$ cat src/rtl/wb_init_pkg.sv
// Shared definitions for the Wishbone classic initiator: state encoding,
// full byte-select constant and default error data.
package wb_init_pkg;

  typedef enum logic [1:0] {
    ST_IDLE = 2'd0,
    ST_BUS  = 2'd1,
    ST_RESP = 2'd2
  } state_e;

  localparam logic [3:0]  WB_SEL_ALL       = 4'hF;
  localparam logic [31:0] ERR_DATA_DEFAULT = 32'hDEAD_DEAD;

endpackage

$ cat src/rtl/wb_timeout_ctr.sv
// Strobe-age counter; expired flags the last cycle a strobe may wait for ack.
module wb_timeout_ctr #(
  parameter int unsigned W     = 8,
  parameter int unsigned LIMIT = 16
) (
  input  logic clk,
  input  logic resetn,
  input  logic clear,
  input  logic enable,
  output logic expired
);

  localparam logic [W-1:0] CNT_LAST = W'(LIMIT - 1);
  localparam logic [W-1:0] CNT_MAX  = '1;

  logic [W-1:0] cnt_q;

  assign expired = (LIMIT != 0) && (cnt_q == CNT_LAST);

  // Saturates so a disabled timeout never wraps back into range
  always_ff @(posedge clk or negedge resetn) begin
    if (!resetn) begin
      cnt_q <= '0;
    end else if (clear) begin
      cnt_q <= '0;
    end else if (enable && !expired && (cnt_q != CNT_MAX)) begin
      cnt_q <= cnt_q + W'(1);
    end
  end

endmodule

$ cat src/rtl/wb_simple_initiator.sv
// Single-outstanding Wishbone classic initiator: one bus cycle per command,
// response returned on a valid/ready stream, timeout aborts unacked cycles.
module wb_simple_initiator
  import wb_init_pkg::*;
#(
  parameter int unsigned TIMEOUT_CYCLES = 16,
  parameter int unsigned TIMEOUT_W      = 8,
  parameter logic [31:0] ERR_DATA       = ERR_DATA_DEFAULT
) (
  input  logic        clk,
  input  logic        resetn,
  input  logic        cmd_valid,
  output logic        cmd_ready,
  input  logic        cmd_we,
  input  logic [31:0] cmd_adr,
  input  logic [31:0] cmd_dat,
  input  logic [3:0]  cmd_sel,
  output logic        rsp_valid,
  input  logic        rsp_ready,
  output logic [31:0] rsp_dat,
  output logic        rsp_err,
  output logic        wb_cyc_o,
  output logic        wb_stb_o,
  output logic        wb_we_o,
  output logic [31:0] wb_adr_o,
  output logic [31:0] wb_dat_o,
  output logic [3:0]  wb_sel_o,
  input  logic        wb_ack_i,
  input  logic [31:0] wb_dat_i,
  output logic        busy
);

  if ((TIMEOUT_CYCLES >> TIMEOUT_W) != 0) begin : g_tmo_width_bad
    $fatal(1, "TIMEOUT_CYCLES does not fit in TIMEOUT_W bits");
  end

  state_e state_q;
  logic   accept;
  logic   tmo_expired;

  assign cmd_ready = (state_q == ST_IDLE);
  assign busy      = (state_q != ST_IDLE);
  assign accept    = cmd_ready && cmd_valid;

  wb_timeout_ctr #(
    .W     (TIMEOUT_W),
    .LIMIT (TIMEOUT_CYCLES)
  ) u_tmo (
    .clk     (clk),
    .resetn  (resetn),
    .clear   (accept),
    .enable  ((state_q == ST_BUS) && !wb_ack_i),
    .expired (tmo_expired)
  );

  always_ff @(posedge clk or negedge resetn) begin
    if (!resetn) begin
      state_q   <= ST_IDLE;
      wb_cyc_o  <= 1'b0;
      wb_stb_o  <= 1'b0;
      wb_we_o   <= 1'b0;
      wb_adr_o  <= '0;
      wb_dat_o  <= '0;
      wb_sel_o  <= '0;
      rsp_valid <= 1'b0;
      rsp_dat   <= '0;
      rsp_err   <= 1'b0;
    end else begin
      unique case (state_q)
        ST_IDLE: begin
          if (cmd_valid) begin
            wb_adr_o <= cmd_adr;
            wb_dat_o <= cmd_dat;
            wb_we_o  <= cmd_we;
            wb_sel_o <= cmd_we ? cmd_sel : WB_SEL_ALL;
            wb_cyc_o <= 1'b1;
            wb_stb_o <= 1'b1;
            state_q  <= ST_BUS;
          end
        end
        // Ack takes priority over a timeout landing on the same edge
        ST_BUS: begin
          if (wb_ack_i) begin
            wb_cyc_o  <= 1'b0;
            wb_stb_o  <= 1'b0;
            rsp_dat   <= wb_dat_i;
            rsp_err   <= 1'b0;
            rsp_valid <= 1'b1;
            state_q   <= ST_RESP;
          end else if (tmo_expired) begin
            wb_cyc_o  <= 1'b0;
            wb_stb_o  <= 1'b0;
            rsp_dat   <= ERR_DATA;
            rsp_err   <= 1'b1;
            rsp_valid <= 1'b1;
            state_q   <= ST_RESP;
          end
        end
        ST_RESP: begin
          if (rsp_ready) begin
            rsp_valid <= 1'b0;
            state_q   <= ST_IDLE;
          end
        end
        default: state_q <= ST_IDLE;
      endcase
    end
  end

endmodule
$ cat config.mk
export PLATFORM = sky130hd
export DESIGN_NAME = wb_simple_initiator
export DESIGN_NICKNAME = d
export VERILOG_FILES = /design/src/rtl/wb_init_pkg.sv /design/src/rtl/wb_timeout_ctr.sv /design/src/rtl/wb_simple_initiator.sv
export SDC_FILE = /design/constraint.sdc
export NUM_CORES = 1
export LEC_CHECK = 0
export BUFFER_PORTS_ARGS = -buffer_cell sky130_fd_sc_hd__buf_2
export CAP_MARGIN = 40
export CORE_ASPECT_RATIO = 1.75
export CORE_UTILIZATION = 36
export DETAILED_ROUTE_END_ITERATION = 10
export GPL_ROUTABILITY_DRIVEN = 0
export GPL_TIMING_DRIVEN = 0
export PLACE_DENSITY = 0.72
export SYNTH_ARGS = -nofsm -noshare
export SYNTH_HDL_FRONTEND = slang
export SYNTH_HIERARCHICAL = 1
export SYNTH_SLANG_ARGS = --single-unit
$ cat constraint.sdc
create_clock -name clk -period 4.7 [get_ports clk]
set_input_delay 0.47 -clock clk [delete_from_list [all_inputs] [get_ports clk]]
set_output_delay 0.47 -clock clk [all_outputs]
set_load 0.01 [all_outputs]
### Word-level counts from Yosys, hierarchy flattened

Index checks and enable logic that the tools add are counted.
Widths: inputs -> output; s select.

| storage, ports and cells | value |
|---|---|
| register bits after elaboration | 114 |
| bits in latches | 0 |
| memory bits (writable) | 0 |
| memory bits (read-only) | 0 |
| input bits | 106 |
| output and inout bits | 107 |
| logic and storage cells | 54 |
| memories | 0 |

| operators by class | value |
|---|---|
| add/subtract/negate cells | 1 |
| $mul | 0 |
| divide/modulo/power cells | 0 |
| order comparisons | 0 |
| equal/unequal tests | 7 |
| shift-type cells | 0 |
| mux-type cells | 19 |
| bitwise logic cells | 0 |
| reductions and logical operators | 17 |

Operators by type and width:

| operator | count |
|---|---|
| $mux 32 | 2 |
| $mux 8 | 2 |
| $reduce_bool 2->1 | 5 |
| $reduce_and 3->1 | 3 |
| $add 8x1->8 const B | 1 |
| $eq 8x4->1 const B | 1 |
| $mux 2 | 4 |
| $ne 8x8->1 const B | 1 |
| $mux 1 | 7 |
| $pmux 2 s3 | 1 |
| $logic_and 1x1->1 | 4 |
| $mux 4 | 1 |
| $ne 2x2->1 const B | 2 |
| $pmux 1 s2 | 2 |
| $reduce_and 2->1 | 2 |
| $ne 3x2->1 const B | 1 |
| $eq 2x1->1 const B | 1 |
| $eq 2x2->1 const B | 1 |
| $logic_not 1->1 | 2 |
| $logic_not 2->1 | 1 |

### Depth between registers and ports, before layout

Gate-level depths: netlist of run 1.

| depth | value |
|---|---|
| word-level depth | 6 |
| depth in mapped cells | 7 |

### By module

Netlist of run 1, hierarchy kept.

Modules (own cells, without submodules):

| module | times used | cells an instance | area each (µm²) | seq. area each (µm²) |
|---|---|---|---|---|
| wb_simple_initiator | 1 | 254 | 3965.1 | 2652.5 |
| wb_timeout_ctr | 1 | 50 | 480.5 | 200.2 |

### Worst setup path after synthesis of run 1

OpenSTA, ideal clock, no wires.

| timing | value |
|---|---|
| path kind | flip-flop to flip-flop |
| start | register u_tmo.cnt_q[6] |
| end | register rsp_dat[10] |
| setup time | 0.065 ns |
| arrival | 1.662 ns |
| data required time | 4.635 ns |
| slack | 2.973 ns |
| stages on the path, launching flop included | 7 |
| path buffers | 1 |
| period minus slack after synthesis | 1.727 ns |
| cell sequence | dfrtp_1 > or4_4 > nor2_4 > nor2_1 > nor2_1 > buf_2 > o22a_1 |

| between the ends | value |
|---|---|
| longest elaborated chain between the ends | 3 |

Ends and longest elaborated chain:

| what | line | source |
|---|---|---|
| start: declaration | wb_timeout_ctr.sv:16 | `logic [W-1:0] cnt_q;` |
| start signal: assignment | wb_timeout_ctr.sv:27 | `cnt_q <= cnt_q + W'(1);` |
| $eq 8x4->1 | wb_timeout_ctr.sv:18 | `assign expired = (LIMIT != 0) && (cnt_q == CNT_LAST);` |
| via tmo_expired | wb_simple_initiator.sv:39 | `logic tmo_expired;` |
| $reduce_bool 2->1 (no line) | - |  |
| $reduce_and 2->1 (no line) | - |  |
| end signal: assignment | wb_simple_initiator.sv:86 | `rsp_dat <= wb_dat_i;` |
| end: declaration | wb_simple_initiator.sv:20 | `output logic [31:0] rsp_dat,` |

The timed path passes the listed nets, and every way through them passes these cells.
A chain may end at the register's enable or synchronous reset.

### Worst setup path in the final report of run 1

| timing | value |
|---|---|
| start | register u_tmo.cnt_q[6] |
| end | register rsp_dat[7] |

Same word-level chain as after synthesis.

==> results of run 1 <==
-- state kept, by name, indices dropped and copies added, names as in the netlist --
signal / count
rsp_dat: 32
wb_adr_o: 32
wb_dat_o: 32
u_tmo/cnt_q: 8
wb_sel_o: 4
state_q: 2
rsp_err: 1
rsp_valid: 1
wb_stb_o: 1
wb_we_o: 1
-- cell usage in the layout, fill, tap and decap left out, types with 2 or more instances in the layout --
| cell | instances |
|---|---|
| mux2i_1 | 3 |
| a31oi_1 | 4 |
| clkbuf_16 | 17 |
| a22o_1 | 10 |
| a21oi_1 | 4 |
| clkinv_2 | 4 |
| xor2_1 | 2 |
| inv_1 | 8 |
| clkinvlp_4 | 4 |
| clkbuf_8 | 5 |
| nand2_1 | 8 |
| buf_4 | 6 |
| nor2_1 | 15 |
| and3_1 | 5 |
| buf_6 | 4 |
| mux2_1 | 40 |
| o21ai_0 | 6 |
| o22a_1 | 22 |
| nand4_1 | 2 |
| o211ai_1 | 3 |
| buf_2 | 216 |
| mux2_2 | 25 |
| dfrtp_1 | 114 |
-- path summary, 6_finish.rpt --
path                           startpoint           end  slack [ns]  cells after the start
setup / recovery           u_tmo/cnt_q[6]    rsp_dat[7]        2.60                      6
hold / removal                     resetn  wb_dat_o[18]        0.14                      1
setup reg to reg           u_tmo/cnt_q[6]    rsp_dat[7]        2.60                      6
hold reg to reg              wb_adr_o[16]  wb_adr_o[16]        0.48                      1
max in group asynchronous          resetn  wb_dat_o[27]        3.84                      2
min in group clk              cmd_adr[15]  wb_adr_o[15]        0.29                      2
-- cells by family after synthesis --
kind of cell | synth area share (%)
AOI/OAI and AO/OA | 9.203
xor gates and xnor gates | 0.3941
adders and majority gates | 0.2814
buffers and inverters | 3.518
DFF | 64.17
muxes | 17.14
and+or+nand+nor | 5.291
-- final cells by class --
| type | count | area (sq um) |
|---|---|---|
| Tap cell | 165 | 206.4 |
| Multi-Input combinational cell | 166 | 1436 |
| Clock buffer | 22 | 494.2 |
| Timing Repair Buffer | 213 | 1091 |
| Antenna cell | 1 | 2.502 |
| Sequential cell | 114 | 2853 |
| Fill cell | 1062 | 5683 |
| Clock inverter | 9 | 80.08 |
| Buffer | 16 | 126.4 |
| Inverter | 8 | 30.03 |
-- power groups by stage --
stage	sequential [W]	combinational, W	clock (W)
CTS	0.00163	0.00132	0.00124
detailed placement	0.00164	0.00131	0
floorplan	0.00183	0.000492	0
global route	0.00168	0.00141	0.00129
finish	0.00162	0.00129	0.00121
global placement	0.00162	0.00128	0
-- worst reg2reg max path, stage by stage (launching register included) --
cell	delay [ns]
dfrtp_1	0.41
or4_4	0.58
nor2_4	0.19
nor2_1	0.10
nor2_1	0.29
buf_2	0.30
o22a_1	0.17
-- metrics by stage --
stage	cells	cell area [sq um]	setup WS [ns]
2_1_floorplan	304	4446	2.973
3_3_place_gp	681	5713	1.917
3_5_place_dp	682	5743	2.577
4_1_cts	713	6317	2.563
5_1_grt	713	6317	2.453
6_report	714	6320	2.597
-- layer usage --
layer	vias up	track usage (%)	wire [um]
li1	1568	-	-
met2	146	28.97	5503
met4	2	7.250	184
met1	1636	17.60	3843
met3	18	6.087	712
met5	-	0	17
==> out/metrics.yaml, run 1 <==
start_util_pct: 37.04
syn_nets: 411
clock.fmax_mhz: 475.5
fin_tns_setup_ns: 0
hold_buffers: 0
drt-total-wl_um: 10260
crit_path_frequent_cell: "nor2_1"
synth-edff-count: 0
yosys_warnings: 6
io_pins: 213
path_cells: "or4_4 > nor2_4 > nor2_1 > nor2_1 > buf_2 > o22a_1"
ys_seq_area_share_pct: 64.17
viasPerCell: 4.720
synth_area_leader_cell: "dfrtp_1"
clock_sinks: 114
first_pass_iters: 4
rsz0062_at_grt: "false"
relSlewSlack_pct: 49.21
cts_tree: "done"
clk_latency_ns: 0.40
critPathLaunchType: "register"
grt_pass1_wl_um: 16380
synth_area_sq_um: 4446
grt_max_degree: 61
grt_pass1_vias: 3470
core_sq_um: 12000
htree_levels: 4
critPathTopFamily: "simple AND/OR/NAND/NOR gates"
cts_made_buffers: 17
grt_usage_pct: 16.56
ctsLongestPathBuffers: 2
synthFlopType: "dfrtp_1"
die-area_sq_um: 12810
hold_path_class: "primary input to async pin"
power_frac_comb_pct: 31.3
vdd.ir_drop.worst_mv: 0.3305
worst_pin_slew_ns: 0.7618
die_h_um: 149.0
slew_violations: 0
crit_path_max_incr_delay_ns: 0.57
crit_fanout: 10
netSwitchingPower_w: 0.001277
drive_above_1_share_pct: 53.28
synth.distinct_cells: 38
port_buffers: 212
initialDrtViolationCount: 63
synthArstFlopShare_pct: 100.0
worst-setup-path-type: "register to register"
slowest_stage: "or4_4"
die_w_um: 86
vias: 3370
min_period_ns: 2.103
p_sw_share_pct: 30.97
antenna_found_initial: 2
path_clk_slew_ns: 0.05
setup_viol: 0
drc: 0
internal_power_w: 0.002847
skew_ns: 0.009906
end_kind: "register"
areaGrowthSynthToFinish_pct: 42.16
status: "finished, final reports clean"
syn_avg_cell_area_sq_um: 14.62
wl_per_cell_um: 14.37
synth_seq_cells: 114
synth_area_leaders: "dfrtp_1 64%, mux2_1 10%, mux2_2 6.3%"
fin_crit_sh_pct: 44.75
cts_setup_buffers: 0
ys_top_cells_by_count: "114 x dfrtp_1, 40 x mux2_1, 25 x mux2_2, 22 x o22a_1, 15 x nor2_1"
cts-root-buf: "clkbuf_16"
ant_nets: 0
finalPower_w: 0.004125
hold_violations: 0
grt-ovfl-total: 0
cts_resized: 0
timing.hold.ws_ns: 0.1436
final_net_count: 643
leakagePower_nw: 3.057
dp.final_hpwl_um: 7863
drv_cap: 0
cp.arrival_ns: 2.43
synth.top_cell.area_share_pct: 64.17
netlist_instances: 304
seq_power_share_pct: 39.4
clock_power_share_pct: 29.4
cp_num_buf_inv: 1
fin_util_pct: 52.65
cp.required_ns: 5.03
cellPowerDensity_nw_per_um2: 652.7
rows: 53
synth.most_common_cell: "dfrtp_1"
(Power assumes the default switching activity.)
==> inputs of run 2 (changes only) <==
==> constraint.sdc (replaced) <==
create_clock -name clk -period 1.95 [get_ports clk]
set_input_delay 0.195 -clock clk [delete_from_list [all_inputs] [get_ports clk]]
set_output_delay 0.195 -clock clk [all_outputs]
set_load 0.01 [all_outputs]
==> out/metrics.yaml, run 2 (synthesis gave the netlist of run 1 again) <==
cts_made_buffers: 17  # unchanged
cp.required_ns: 2.28  # was 5.03 ns
regToRegSetupSlack_ns: 0.08  # was 2.60 ns
fin_ws_ns: 0.07791  # was 2.597 ns
drive_above_1_share_pct: 53.35  # was 53.28%
io_pins: 213  # unchanged
viasPerCell: 4.751  # was 4.720
vdd.ir_drop.worst_mv: 0.7969  # was 0.3305 mV
grt_pass1_vias: 3512  # was 3470
r2r_start: "u_tmo/cnt_q[6]"  # unchanged
n_fill_cell: 1053  # was 1062
grt-ovfl-total: 0  # unchanged
fin_crit_sh_pct: 96.00  # was 44.75%
worst_pin_slew_ns: 0.7630  # was 0.7618 ns
drc: 0  # unchanged
finalPower_w: 0.009962  # was 0.004125 W
port_buffers: 212  # unchanged
clock_sinks: 114  # unchanged
path_clk_slew_ns: 0.05  # about the same
areaGrowthSynthToFinish_pct: 43.48  # was 42.16%
internal_power_w: 0.006876  # was 0.002847 W
die_h_um: 149.0  # unchanged
relSlewSlack_pct: 49.13  # was 49.21%
reg2reg_depth: 6  # unchanged
drt-total-wl_um: 10360  # was 10260 um
die-area_sq_um: 12810  # unchanged
antenna_found_initial: 2  # unchanged
die_w_um: 86  # unchanged
vias: 3416  # was 3370
final_net_count: 648  # was 643
largestRegisters: "rsp_dat: 32 flops, wb_adr_o: 32 flops, wb_dat_o: 32 flops"  # unchanged
final_common_cell: "buf_2"  # unchanged
rows: 53  # unchanged
drv_cap: 0  # unchanged
seq_power_share_pct: 39.3  # was 39.4%
final_cell_mix: "214 x buf_2, 114 x dfrtp_1, 40 x mux2_1"  # was 216 x buf_2, 114 x dfrtp_1, 40 x mux2_1
first_pass_iters: 4  # unchanged
hold_violations: 0  # unchanged
grt_max_degree: 61  # unchanged
skew_ns: 0.01075  # was 0.009906 ns
grt_pass1_wl_um: 16460  # was 16380 um
start_util_pct: 37.04  # unchanged
whs_path_depth: 2
critPathLaunchType: "register"  # unchanged
slew_violations: 0  # unchanged
ant_nets: 0  # unchanged
clock.fmax_mhz: 534.2  # was 475.5 MHz
end_kind: "register"  # unchanged
netSwitchingPower_w: 0.003086  # was 0.001277 W
clk_latency_ns: 0.40  # about the same
cts_tree: "done"  # unchanged
cts-root-buf: "clkbuf_16"  # unchanged
hold_path_class: "primary input to register"  # was primary input to async pin
status: "finished, final reports clean"  # unchanged
clock_power_share_pct: 29.3  # was 29.4%
cellPowerDensity_nw_per_um2: 1562  # was 652.7 nW/um^2
min_period_ns: 1.872  # was 2.103 ns
core_sq_um: 12000  # unchanged
fin_tns_setup_ns: 0  # unchanged
grt_usage_pct: 16.67  # was 16.56%
r2r-end: "rsp_dat[7]"  # unchanged
hold_start: "wb_dat_i[13]"
whs_endpoint: "rsp_dat[13]"
timing.hold.ws_ns: 0.01686  # was 0.1436 ns
worst-setup-path-type: "register to register"  # unchanged
dp.final_hpwl_um: 7863  # unchanged
cp.arrival_ns: 2.20  # was 2.43 ns
power_frac_comb_pct: 31.4  # was 31.3%
place_ws_ns: -0.1728  # was 2.577 ns
crit_fanout: 10  # unchanged
htree_levels: 4  # unchanged
wl_per_cell_um: 14.40  # was 14.37 um
initialDrtViolationCount: 71  # was 63
p_sw_share_pct: 30.98  # was 30.97%
setup_viol: 0  # unchanged
ctsLongestPathBuffers: 2  # unchanged
leakagePower_nw: 3.085  # was 3.057 nW
## run 2: changes by cell type in the layout (fill, tap and decap cells not counted), sizes merged
cell / change
dlygate4sd3: +4
buf: +2
clkbuf: -1
## run 2: how the worst max path moves through the flow
stage,from,endpoint,slack (ns),cells after the start
after floorplan,u_tmo/cnt_q[6],rsp_dat[10],0.22,6
after global routing,u_tmo/cnt_q[6],rsp_dat[7],-0.008,6
after global placement,resetn,wb_dat_o[30],-0.56,1
after CTS,u_tmo/cnt_q[6],rsp_dat[7],0.02,6
after detailed placement,u_tmo/cnt_q[6],rsp_dat[7],-0.17,6
final,u_tmo/cnt_q[6],rsp_dat[7],0.08,6
## run 2: power by group through the flow
stage	logic, W	clock network [W]	registers [W]
floorplan	0.00118	0	0.00442
global placement	0.00309	0	0.00390
detailed placement	0.00317	0	0.00395
CTS	0.00319	0.00299	0.00392
global route	0.00342	0.00310	0.00406
finish	0.00313	0.00292	0.00391
## run 2: cell type report
class	instances	area (sq um)	share of cell area (%)
Timing Repair Buffer	219	1146	17.97
Antenna cell	1	2.502	0.03923
Tap cell	165	206.4	3.237
Clock inverter	9	80.08	1.255
Sequential cell	114	2853	44.72
Clock buffer	22	494.2	7.748
Inverter	8	30.03	0.4708
Multi-Input combinational cell	166	1439	22.56
Buffer	15	127.6	2.001
## run 2: metrics by stage
| step | instances | util (%) | cell area [sq um] |
|---|---|---|---|
| global placement | 681 | 47.60 | 5713 |
| floorplan | 304 | - | 4446 |
| CTS | 717 | 53.06 | 6369 |
| finish | 719 | 53.14 | 6379 |
| detailed placement | 682 | 47.85 | 5743 |
| global route | 718 | 53.12 | 6376 |
## run 2: what timing repair did
| item | CTS | global route |
|---|---|---|
| resized for setup | 3 | 0 |
| pin swaps | 1 | 1 |
| endpoints found under the hold margin | 62 | 0 |
| hold buffers | 4 | 0 |
| endpoints found under the setup margin | 21 | 20 |
| buffers inserted | 1 | 1 |
## run 2: per-layer routing
metal / vias to the layer above / track usage (%) / share of wire [%]
li1: 1580 / - / -
met1: 1653 / 17.53 / 37
met2: 154 / 29.25 / 54
met3: 27 / 6.087 / 7.2
met4: 2 / 7.583 / 2.2
met5: - / 0 / 0.13
## run 2: critical path: stages, from the launching register on
cell and delay, ns:
dfrtp_1 0.41, or4_4 0.58, nor2_4 0.16, nor2_1 0.09, nor2_2 0.19, buf_4 0.22
o22a_1 0.15
